## config.mk

```make
export PLATFORM = sky130hd
export DESIGN_NAME = payload_endpoint_multi
export DESIGN_NICKNAME = d
export VERILOG_FILES = /design/src/rtl/payload_endpoint_multi_pkg.sv /design/src/rtl/payload_endpoint_multi_chan.sv /design/src/rtl/payload_endpoint_multi.sv
export SDC_FILE = /design/constraint.sdc
export NUM_CORES = 1
export LEC_CHECK = 0
export ABC_CLOCK_PERIOD_IN_PS = 2700
export CAP_MARGIN = 20
export CORE_ASPECT_RATIO = 1.2
export CORE_UTILIZATION = 50
export CTS_BUF_LIST = sky130_fd_sc_hd__clkbuf_4 sky130_fd_sc_hd__clkbuf_8
export CTS_CLUSTER_DIAMETER = 100
export CTS_CLUSTER_SIZE = 16
export DETAILED_ROUTE_END_ITERATION = 16
export GPL_TIMING_DRIVEN = 0
export PLACE_DENSITY = 0.75
export SKIP_CTS_REPAIR_TIMING = 1
export SYNTH_ARGS = -nofsm -noshare
export SYNTH_HDL_FRONTEND = slang
export SYNTH_SLANG_ARGS = --single-unit
```

## constraint.sdc

```tcl
create_clock -name clock -period 2.7 [get_ports clock]
set_input_delay 0.27 -clock clock [delete_from_list [all_inputs] [get_ports clock]]
set_output_delay 0.27 -clock clock [all_outputs]
set_load 0.02 [all_outputs]
```

## src/rtl/payload_endpoint_multi_pkg.sv

```systemverilog
// Shared types and constants for the multi-channel packet receive endpoint.
// Packet layout: DA, SA, LEN, LEN payload bytes, FCS (XOR of all bytes is zero).
package endpoint_pkg;

    typedef enum logic {
        IDLE = 1'b0,
        RECV = 1'b1
    } state_t;

    localparam int unsigned PKT_OVERHEAD = 4;
    localparam int unsigned DA_IDX       = 0;
    localparam int unsigned SA_IDX       = 1;
    localparam int unsigned LEN_IDX      = SA_IDX + 1;

    typedef struct packed {
        logic err_da;
        logic err_fcs;
        logic err_len;
    } result_t;

    function automatic logic any_err(input result_t r);
        return r.err_da | r.err_fcs | r.err_len;
    endfunction

endpackage

```

## src/rtl/payload_endpoint_multi_chan.sv

```systemverilog
// One receive channel: ready/read handshake, DA/LEN/XOR checks at end of packet,
// and saturating packet/error counters.
module payload_endpoint_chan
    import endpoint_pkg::*;
#(
    parameter int unsigned DW    = 8,
    parameter int unsigned CNT_W = 16
) (
    input  logic             clock,
    input  logic             reset,
    input  logic             enable,
    input  logic [DW-1:0]    port_addr,
    input  logic             ready,
    input  logic [DW-1:0]    data,
    output logic             read,
    output logic             busy,
    output logic             pkt_done,
    output logic             err_da,
    output logic             err_fcs,
    output logic             err_len,
    output logic [CNT_W-1:0] pkt_cnt,
    output logic [CNT_W-1:0] err_cnt
);

    localparam int unsigned BW = DW + 3;
    localparam logic [BW-1:0] OVH   = BW'(PKT_OVERHEAD);
    localparam logic [BW-1:0] ONE   = BW'(1);
    localparam logic [BW-1:0] I_DA  = BW'(DA_IDX);
    localparam logic [BW-1:0] I_LEN = BW'(LEN_IDX);

    state_t        state;
    logic [BW-1:0] byte_cnt;
    logic [DW-1:0] fcs_acc;
    logic [DW-1:0] da_q;
    logic [DW-1:0] len_q;
    result_t       res;

    assign busy = (state == RECV);

    // A saturated byte count can never equal LEN+4, but it is flagged explicitly.
    always_comb begin
        res         = '0;
        res.err_len = (byte_cnt < OVH) || (byte_cnt != ({3'b000, len_q} + OVH))
                      || (byte_cnt == '1);
        res.err_da  = (byte_cnt >= ONE) && (da_q != port_addr);
        res.err_fcs = (byte_cnt >= OVH) && (fcs_acc != '0);
    end

    always_ff @(posedge clock) begin
        if (reset) begin
            state    <= IDLE;
            read     <= 1'b0;
            pkt_done <= 1'b0;
            byte_cnt <= '0;
            fcs_acc  <= '0;
            da_q     <= '0;
            len_q    <= '0;
            err_da   <= 1'b0;
            err_fcs  <= 1'b0;
            err_len  <= 1'b0;
            pkt_cnt  <= '0;
            err_cnt  <= '0;
        end else begin
            pkt_done <= 1'b0;
            case (state)
                IDLE: begin
                    if (enable && ready) begin
                        read     <= 1'b1;
                        byte_cnt <= '0;
                        fcs_acc  <= '0;
                        state    <= RECV;
                    end
                end
                RECV: begin
                    if (!ready) begin
                        read     <= 1'b0;
                        pkt_done <= 1'b1;
                        {err_da, err_fcs, err_len} <= res;
                        if (pkt_cnt != '1)
                            pkt_cnt <= pkt_cnt + CNT_W'(1);
                        if (any_err(res) && (err_cnt != '1))
                            err_cnt <= err_cnt + CNT_W'(1);
                        state    <= IDLE;
                    end else if (read) begin
                        if (byte_cnt == I_DA)
                            da_q <= data;
                        if (byte_cnt == I_LEN)
                            len_q <= data;
                        fcs_acc <= fcs_acc ^ data;
                        if (byte_cnt != '1)
                            byte_cnt <= byte_cnt + ONE;
                    end
                end
                default: state <= IDLE;
            endcase
        end
    end

endmodule

```

## src/rtl/payload_endpoint_multi.sv

```systemverilog
// Receive endpoint draining NCH router output ports; one independent channel
// per port, with flattened per-channel buses sliced into each instance.
module payload_endpoint_multi #(
    parameter int unsigned NCH   = 4,
    parameter int unsigned DW    = 8,
    parameter int unsigned CNT_W = 16
) (
    input  logic                 clock,
    input  logic                 reset,
    input  logic                 enable,
    input  logic [NCH*DW-1:0]    port_addr,
    input  logic [NCH-1:0]       ready,
    input  logic [NCH*DW-1:0]    data,
    output logic [NCH-1:0]       read,
    output logic [NCH-1:0]       busy,
    output logic [NCH-1:0]       pkt_done,
    output logic [NCH-1:0]       err_da,
    output logic [NCH-1:0]       err_fcs,
    output logic [NCH-1:0]       err_len,
    output logic [NCH*CNT_W-1:0] pkt_cnt,
    output logic [NCH*CNT_W-1:0] err_cnt
);

    for (genvar i = 0; i < NCH; i++) begin : g_ch
        payload_endpoint_chan #(
            .DW    (DW),
            .CNT_W (CNT_W)
        ) u_chan (
            .clock     (clock),
            .reset     (reset),
            .enable    (enable),
            .port_addr (port_addr[i*DW +: DW]),
            .ready     (ready[i]),
            .data      (data[i*DW +: DW]),
            .read      (read[i]),
            .busy      (busy[i]),
            .pkt_done  (pkt_done[i]),
            .err_da    (err_da[i]),
            .err_fcs   (err_fcs[i]),
            .err_len   (err_len[i]),
            .pkt_cnt   (pkt_cnt[i*CNT_W +: CNT_W]),
            .err_cnt   (err_cnt[i*CNT_W +: CNT_W])
        );
    end

endmodule
```

### Yosys cells after proc, flatten, opt, wreduce, memory -nomap -nowiden

Index checks and enable logic that the tools add are counted.

* flip-flop bits (word level): 292

* bitwise operators: 20
* reduce and logical (&&, ||, !) cells: 68
* add/subtract/negate cells: 16
* multiplexer cells: 64
* order comparisons: 12
* equality and inequality tests: 48

Operators with widths (count)
* two-way mux 11 bit: 16
* adder 16 x 1 -> 16 bit, second input constant: 8
* != test 16 bit, second input constant: 8
* two-way mux 8 bit: 12
* one-hot mux 11 bit (2 select lines): 4
* one-hot mux 8 bit (2 select lines): 4
* AND reduction 4 bit: 12
* adder 11 x 1 -> 11 bit, second input constant: 4
* equality test 11 bit, second input constant: 4
* equality test 11 x 2 -> 1 bit, second input constant: 4
* >= comparator 11 x 1 -> 1 bit, second input constant: 4
* >= comparator 11 x 3 -> 1 bit, second input constant: 4
* logical NOT 11 bit: 4
* less-than comparator 11 x 3 -> 1 bit, second input constant: 4
* != test 11 bit: 4
* != test 11 bit, second input constant: 4
* adder 8 x 3 -> 9 bit, second input constant: 4
* AND reduction 3 bit: 12
* != test 8 bit: 4
* nonzero test 8 bit: 4
* bitwise XOR 8 bit: 4
* != test 2 bit, second input constant: 12
* two-way mux 1 bit: 20
* logical AND 1 bit: 16
* other kinds (7): 52

### Depth between registers and ports, before layout

Gate-level depths: netlist of run 1.

* depth in word-level cells: 7
* gate-level depth with buffers: 10

### Modules after synthesis

From an unflattened synthesis of run 1, not the netlist that was laid out.

* cell total of the unflattened synthesis: 1723
* area total of the unflattened synthesis: 14620.3 µm²

Modules (own cells, without submodules)
* payload_endpoint_chan (g_ch[0].u_chan ...): area an instance 3677.3 µm², instances 3, cells each 436
* payload_endpoint_chan (g_ch[3].u_chan): area an instance 3588.4 µm², instances 1, cells each 415

### Least setup slack after synthesis of run 1

OpenSTA, ideal clock, no wires.

* path type: register to register
* from: reg g_ch[3].u_chan.len_q[2]
* to: reg g_ch[3].u_chan.err_cnt[10]
* data required time: 2579 ps
* slack: 138 ps
* arrival: 2440 ps
* setup time: 121 ps
* period minus slack after synthesis: 2562 ps
* stages on the path, launching flop included: 9
* cells stage by stage: dfxtp_1 > ha_1 > clkbuf_1 > or4b_1 > a2111oi_2 > o2111a_2 > nor4_4 > nor3b_2 > mux2_4

* longest elaborated chain between the ends: 7

RTL lines
* start, declared: line payload_endpoint_multi_chan.sv:35 `logic [DW-1:0] len_q;`
* start signal, assigned: line payload_endpoint_multi_chan.sv:88 `len_q <= data;`
* adder 8 x 3 -> 9 bit: line payload_endpoint_multi_chan.sv:43 `res.err_len = (byte_cnt < OVH) || (byte_cnt != ({3'b000, len_q} + OVH))`
* != test 11 bit: line payload_endpoint_multi_chan.sv:43
* logical OR 1 bit: line payload_endpoint_multi_chan.sv:43
* logical OR 1 bit: line payload_endpoint_multi_chan.sv:44 `|| (byte_cnt == '1);`
* OR 1 bit: line payload_endpoint_multi_pkg.sv:22 `return r.err_da | r.err_fcs | r.err_len;`
* logical AND 1 bit: line payload_endpoint_multi_chan.sv:81 `if (any_err(res) && (err_cnt != '1))`
* AND reduction 3 bit (no source line)
* end signal, assigned: line payload_endpoint_multi_chan.sv:82 `err_cnt <= err_cnt + CNT_W'(1);`
* end, declared: line payload_endpoint_multi_chan.sv:22 `output logic [CNT_W-1:0] err_cnt`

No other way between the ends.
A chain may end at the register's enable or synchronous reset.

### Worst setup path after layout of run 1

* from: reg g_ch[3].u_chan.len_q[2]
* to: reg g_ch[3].u_chan.err_cnt[3]

Same word-level chain as after synthesis.

==> results of run 1 <==
## registers in the layout, indices dropped and copies added, names as in the netlist
signal and flops:
g_ch.u_chan.busy 4, g_ch.u_chan.byte_cnt 44, g_ch.u_chan.da_q 32, g_ch.u_chan.err_cnt 64, g_ch.u_chan.err_da 4, g_ch.u_chan.err_fcs 4, g_ch.u_chan.err_len 4, g_ch.u_chan.fcs_acc 32
g_ch.u_chan.len_q 32, g_ch.u_chan.pkt_cnt 64, g_ch.u_chan.pkt_done 4, g_ch.u_chan.read 4
## metal layers
| layer | vias to the layer above | wire length (microns) |
|---|---|---|
| met5 | - | 0 |
| met4 | 0 | 1339 |
| met3 | 70 | 2036 |
| met2 | 267 | 18000 |
| met1 | 5814 | 15660 |
| li1 | 6114 | - |
## worst max-delay path by stage
stage / startpoint / end / slack (ns)
final: g_ch[3].u_chan.len_q[2]$_SDFFE_PP0P_ / g_ch[3].u_chan.err_cnt[3]$_SDFFE_PP0P_ / 0.1
after global placement: reset / g_ch[1].u_chan.pkt_cnt[8]$_SDFFE_PP0P_ / -0.65
after detailed placement: reset / g_ch[3].u_chan.da_q[7]$_SDFFE_PP0P_ / -0.70
after global routing: g_ch[3].u_chan.byte_cnt[8]$_SDFFE_PP0P_ / g_ch[3].u_chan.err_cnt[7]$_SDFFE_PP0P_ / -0.05
after CTS: g_ch[3].u_chan.len_q[2]$_SDFFE_PP0P_ / g_ch[3].u_chan.err_cnt[10]$_SDFFE_PP0P_ / -0.24
after floorplan: g_ch[3].u_chan.len_q[2]$_SDFFE_PP0P_ / g_ch[3].u_chan.err_cnt[10]$_SDFFE_PP0P_ / 0.14
## synth_stat cells (all sizes together), types with 34 or more instances
| library cell | instances | area (sq um) |
|---|---|---|
| nand4 | 47 | 294.0 |
| nand3 | 71 | 355.3 |
| xnor2 | 55 | 481.7 |
| nand2 | 106 | 397.9 |
| inv | 34 | 127.6 |
| mux2i | 75 | 750.7 |
| xor2 | 136 | 1191 |
| buf | 37 | 257.7 |
| nor2 | 264 | 993.5 |
| clkbuf | 53 | 200.2 |
| a21oi | 75 | 375.4 |
| dfxtp | 292 | 5846 |
## kinds of logic after synthesis
family,Yosys count,share of synthesized area (%)
adders and majority gates,28,2.465
DFF,292,41.13
and+or+nand+nor,706,25.03
buffers and inverters,124,4.120
xor gates and xnor gates,191,11.77
muxes,86,6.180
AOI/OAI and AO/OA,201,9.306
## worst reg2reg max path, stage by stage (launching register included)
cell and delay, ns:
dfxtp_4 0.41, ha_4 0.18, or4b_1 0.47, a2111oi_2 0.48, o2111a_2 0.37, a211o_1 0.20
buf_4 0.19, xor2_1 0.15, nor2_1 0.05
## power by group through the flow
stage	Combinational, W	Clock [W]	Sequential (W)
2_1_floorplan	0.000272	0	0.00448
3_3_place_gp	0.000537	0	0.00449
3_5_place_dp	0.000543	0	0.00449
4_1_cts	0.000546	0.00224	0.00439
5_1_grt	0.000592	0.00240	0.00440
6_report	0.000548	0.00217	0.00439
## cell usage in the layout (no fill, tap or decap), types with 10 or more instances in the layout
cell / instances
o21ai_0: 28
and4_1: 23
clkdlybuf4s50_1: 219
clkbuf_2: 10
ha_1: 26
nor3_1: 21
nand3_1: 71
a21o_1: 10
a21oi_1: 75
o21a_1: 11
mux2i_1: 75
clkbuf_1: 43
nor4_1: 19
clkbuf_8: 23
nand4_1: 47
buf_4: 35
and3_1: 31
xor2_1: 136
o31ai_1: 11
dfxtp_1: 285
nor2b_1: 19
nor2_1: 262
xnor2_1: 55
or4_1: 15
or3_1: 31
nand2_1: 106
inv_1: 34
nand2b_1: 16
## metrics by stage
| stage | TNS (ns) | hold slack [ns] | total power, W | util, % | setup WS [ns] |
|---|---|---|---|---|---|
| 3_5_place_dp | -72.86 | 0.4527 | 0.005030 | 60.46 | -0.7017 |
| 6_report | 0 | 0.1512 | 0.007102 | 62.31 | 0.09942 |
| 4_1_cts | -7.064 | 0.1010 | 0.007178 | 61.66 | -0.2361 |
| 5_1_grt | -0.1583 | 0.1278 | 0.007384 | 62.31 | -0.05018 |
| 2_1_floorplan | 0 | 0.4139 | 0.004755 | - | 0.1382 |
| 3_3_place_gp | -65.38 | 0.4477 | 0.005023 | 60.46 | -0.6507 |
## area by class of cell
cell class | instances | area [sq um] | share of cell area (%)
buffer | 88 | 466.7 | 2.683
inverter | 34 | 127.6 | 0.7338
sequential | 292 | 5857 | 33.67
timing repair buffer | 225 | 2237 | 12.86
tap | 379 | 474.2 | 2.726
clock inverter | 1 | 16.27 | 0.09352
clock buffer | 23 | 316.6 | 1.820
multi-input combinational | 1212 | 7898 | 45.41
==> reports/qor.txt, run 1 <==
initial antenna violation count = 0
mean routed wirelength per cell = 16.43 microns
worst hold path type = in -> reg
Placed Cells incl. Taps = 2226
share of cells above drive strength 1 = 7.253%
Final nets = 1974
reg2reg start = g_ch[3].u_chan.len_q[2]$_SDFFE_PP0P_
CTS tree = yes
post-route cell area = 17390 sq um
max_cap viols = 0
die area = 29110 sq um
worst-margin pin slew = 0.9089 ns
Tmin final = 2.601 ns
WP depth = 8
critical path type = reg -> reg
clk root buf = clkbuf_8
maximum vdd drop = 392.1 uV
GR peak layer = met2
vias in the first global route = 11594
Reg clk slew, reported paths = 0.10 ns
H-tree Lvls = 1
Routability Congestion = 0.8533
reg-to-reg critical path endpoint = g_ch[3].u_chan.err_cnt[3]$_SDFFE_PP0P_
fin crit share = 96.32%
hold_sp = ready[3]
drt first-iter violations = 603
Avg Inst Size Synth = 8.730 sq um
Vias/cell = 5.441
post-synthesis register bit count = 292
switching power = 0.001743 W
share of power burned in combinational logic = 7.7%
WP buf/inv = 1
largest net degree at the start of global routing = 17
CP Max Fanout = 10
Power Internal = 0.005359 W
fin. max-slew vios = 0
GRT met3 Usage = 4.575%
Final HPWL DP = 27700 microns
dpl cell area = 16880 sq um
die height = 186.7 microns
Seq pwr share = 61.8%
Max-slew headroom = 39.41%
Post-synth top flop = dfxtp_1
gr ovfl total = 0
CTS Sinks = 292
Starting Density = 50.91%
Global Route Usage Sum = 25.09%
Antenna diodes = 0
worst reg2reg setup slack = 0.1 ns
routing usage on met1 = 30.19%
Net Sw Frac = 24.54%
crit path cell chain = ha_4, or4b_1, a2111oi_2, o2111a_2, a211o_1, buf_4, xor2_1, nor2_1
Port Buffer Count = 219
M2 GR Usage = 43.97%
Pwr per Cell Area = 408.3 nW/um^2
routed via count = 12265
Layout Cells excl Fill = 2254
Horiz. Die Dim = 155.9 microns
distinct cell type count after synthesis = 73
Max Buffers Root-to-Sink = 3
ys async rst share = 0%
drt total wl = 37030 microns
Min-Delay Endpoint = g_ch[3].u_chan.busy$_SDFF_PP0_
cell row count = 67
post-detailed-route count of antenna-violating nets = 0
Fin. Hold Viols = 0
area growth from synthesis to layout = 22.38%
fillcell total = 2467
Leak Pwr = 6.818 nW
IO Pins = 223
drt pass-1 iters = 5
fmax = 384.5 MHz
worst path required time = 3.13 ns
setup violators final = 0
CP arrival = 3.03 ns
family with the most delay on the worst path = compound AO/OA/AOI/OAI gates
Syn Inst Count = 1628
Post-synth EDFFs = 0
Crit path largest cell delay = 0.48 ns
R2R depth = 8
status = finished clean
clk_lat worst skew = 0.55 ns
Crit-path slowest cell = a2111oi_2
global-route wire length before repair = 59280 microns
post-synthesis sequential area ratio = 41.13%
Warnings, synthesis = 0
Clk pwr share = 30.5%
Placeable Area = 27920 sq um
kind of end point of the critical path = register
synthesized cell area = 14210 sq um
post-synth net total = 1727
hold path cells = 2
Startpoint Class = register
DRC violations left = 0
CTS Buf Count = 22
Setup Skew = 0.02816 ns
(Power assumes the default switching activity.)
==> run 2: changes to the inputs <==
--- a/config.mk
+++ b/config.mk
@@ -6,7 +6,6 @@
 export NUM_CORES = 1
 export LEC_CHECK = 0
 export ABC_CLOCK_PERIOD_IN_PS = 2700
-export CAP_MARGIN = 20
 export CORE_ASPECT_RATIO = 1.2
 export CORE_UTILIZATION = 50
 export CTS_BUF_LIST = sky130_fd_sc_hd__clkbuf_4 sky130_fd_sc_hd__clkbuf_8
==> results of run 2 <==
No change in the layout: final DEF, timing and power equal those of run 1.
==> run 3: changes to the inputs <==
--- a/config.mk
+++ b/config.mk
@@ -12,8 +12,9 @@
 export CTS_CLUSTER_DIAMETER = 100
 export CTS_CLUSTER_SIZE = 16
 export DETAILED_ROUTE_END_ITERATION = 16
+export DONT_BUFFER_PORTS = 1
 export GPL_TIMING_DRIVEN = 0
-export PLACE_DENSITY = 0.75
+export PLACE_DENSITY_LB_ADDON = 0.3
 export SKIP_CTS_REPAIR_TIMING = 1
 export SYNTH_ARGS = -nofsm -noshare
 export SYNTH_HDL_FRONTEND = slang
==> run 3 against run 2 <==
Utilization down 6.3 points. Cell count is 7.9% lower. Combinational power decreased by 18%. Sequential power barely moved. Sequential share of layout area increased by 3.9 points. Global-route usage decreased by 0.59 points.
==> reports/qor.txt, run 3 (same netlist as run 1, synthesis figures left out) <==
critical path type = reg -> reg (unchanged)
largest net degree at the start of global routing = 17 (unchanged)
most frequent cells in the layout = dfxtp_1, nor2_1, xor2_1 (was dfxtp_1, nor2_1, clkdlybuf4s50_1)
share of cells above drive strength 1 = 8.481% (was 7.253%)
Layout Cells excl Fill = 2077 (was 2254)
area growth from synthesis to layout = 10.05% (was 22.38%)
worst-margin pin slew = 0.9476 ns (was 0.9089 ns)
Horiz. Die Dim = 155.9 microns (unchanged)
Leak Pwr = 6.202 nW (was 6.818 nW)
Setup WS pre-CTS = -0.3550 ns (was -0.7017 ns)
routed via count = 11733 (was 12265)
CP arrival = 3.08 ns (was 3.03 ns)
commonest non-fill, non-tap cell in the layout = dfxtp_1 (unchanged)
Power Internal = 0.005258 W (was 0.005359 W)
Placed Cells incl. Taps = 2007 (was 2226)
IO Pins = 223 (unchanged)
Vias/cell = 5.649 (was 5.441)
Final nets = 1797 (was 1974)
status = finished clean (unchanged)
fillcell total = 2537 (was 2467)
max_cap viols = 0 (unchanged)
footprint of the multi-input gates = 7934 sq um (was 7898 sq um)
Final HPWL DP = 27180 microns (was 27700 microns)
drt pass-1 iters = 5 (unchanged)
kind of end point of the critical path = register (unchanged)
clk root buf = clkbuf_8 (unchanged)
fin crit share = 97.32% (was 96.32%)
Reg clk slew, reported paths = 0.10 ns (about the same)
drt total wl = 37230 microns (was 37030 microns)
Startpoint Class = register (unchanged)
vias in the first global route = 10939 (was 11594)
Starting Density = 50.91% (unchanged)
worst hold path type = in -> reg (unchanged)
Setup Skew = 0.01952 ns (was 0.02816 ns)
H-tree Lvls = 1 (unchanged)
flip-flop and latch area = 5869 sq um (was 5857 sq um)
clk_lat worst skew = 0.56 ns (was 0.55 ns)
setup violators final = 0 (unchanged)
cell row count = 67 (unchanged)
fin worst setup slack = 0.07230 ns (was 0.09942 ns)
Pwr per Cell Area = 447.8 nW/um^2 (was 408.3 nW/um^2)
registers with the most flip-flops = g_ch.u_chan.err_cnt x64, g_ch.u_chan.pkt_cnt x64, g_ch.u_chan.byte_cnt x44 (unchanged)
CTS Sinks = 292 (unchanged)
initial antenna violation count = 0 (unchanged)
Tmin final = 2.628 ns (was 2.601 ns)
post-detailed-route count of antenna-violating nets = 0 (unchanged)
DRC violations left = 0 (unchanged)
Max Buffers Root-to-Sink = 3 (unchanged)
die height = 186.7 microns (unchanged)
Seq pwr share = 62.7% (was 61.8%)
gr ovfl total = 0 (unchanged)
drt first-iter violations = 473 (was 603)
Clk pwr share = 30.8% (was 30.5%)
Global Route Usage Sum = 24.50% (was 25.09%)
global-route wire length before repair = 57490 microns (was 59280 microns)
Routability Congestion = 0.8366 (was 0.8533)
Net Sw Frac = 24.93% (was 24.54%)
share of power burned in combinational logic = 6.4% (was 7.7%)
worst path required time = 3.16 ns (was 3.13 ns)
CP Max Fanout = 7 (was 10)
CTS Buf Count = 22 (unchanged)
Antenna diodes = 0 (unchanged)
fin. max-slew vios = 0 (unchanged)
Port Buffer Count = 0 (was 219)
final total power = 0.007005 W (was 0.007102 W)
Placeable Area = 27920 sq um (unchanged)
die area = 29110 sq um (unchanged)
Fin. Hold Viols = 0 (unchanged)
maximum vdd drop = 256.2 uV (was 392.1 uV)
CTS tree = yes (unchanged)
fmax = 380.6 MHz (was 384.5 MHz)
mean routed wirelength per cell = 17.92 microns (was 16.43 microns)
Max-slew headroom = 36.83% (was 39.41%)
switching power = 0.001746 W (was 0.001743 W)
## run 3: metal layers
layer	global-route usage, %	wire [microns]
met2	42.08	18190
met5	0	0
met3	6.921	2627
met4	8.409	1173
met1	28.94	15240
## run 3: cell type report
type,instances,share of cell area (%)
inverter,34,0.8159
multi-input combinational,1212,50.72
tap,379,3.032
timing repair buffer,48,2.864
sequential,292,37.52
clock buffer,22,1.936
buffer,88,2.944
clock inverter,2,0.1600
## run 3: per-stage QoR
stage               hold slack (ns)  TNS, ns  util [%]  cell area [sq um]
floorplan                    0.4139        0         -              14210
global placement             0.4152   -14.25     52.61              14690
detailed placement           0.4234   -12.15     52.61              14690
CTS                         -0.1897   -5.423     53.79              15010
global route                0.03362  -0.1035     56.03              15640
finish                      0.01804        0     56.03              15640
## run 3: final timing paths
path / to / slack, ns / start / cells past startpoint
max: g_ch[3].u_chan.err_cnt[10]$_SDFFE_PP0P_ / 0.07 / g_ch[3].u_chan.len_q[2]$_SDFFE_PP0P_ / 8
min: g_ch[1].u_chan.read$_SDFFE_PP0P_ / 0.02 / enable / 3
max reg2reg: g_ch[3].u_chan.err_cnt[10]$_SDFFE_PP0P_ / 0.07 / g_ch[3].u_chan.len_q[2]$_SDFFE_PP0P_ / 8
min reg2reg: g_ch[3].u_chan.err_fcs$_SDFFE_PP0P_ / 0.46 / g_ch[3].u_chan.err_fcs$_SDFFE_PP0P_ / 2
## run 3: critical path, stage by stage (launching register included)
cell,delay [ns]
dfxtp_4,0.41
ha_4,0.19
or4b_1,0.49
a2111oi_4,0.42
o2111a_2,0.34
nor4_4,0.04
buf_4,0.16
nor3b_2,0.16
mux2_4,0.29
## run 3: power by group through the flow
| stage | clock [W] | sequential [W] | combinational, W |
|---|---|---|---|
| 2_1_floorplan | 0 | 0.00448 | 0.000272 |
| 5_1_grt | 0.00239 | 0.00440 | 0.000492 |
| 3_5_place_dp | 0 | 0.00450 | 0.000381 |
| 3_3_place_gp | 0 | 0.00449 | 0.000374 |
| 6_report | 0.00216 | 0.00439 | 0.000451 |
| 4_1_cts | 0.00222 | 0.00440 | 0.000383 |
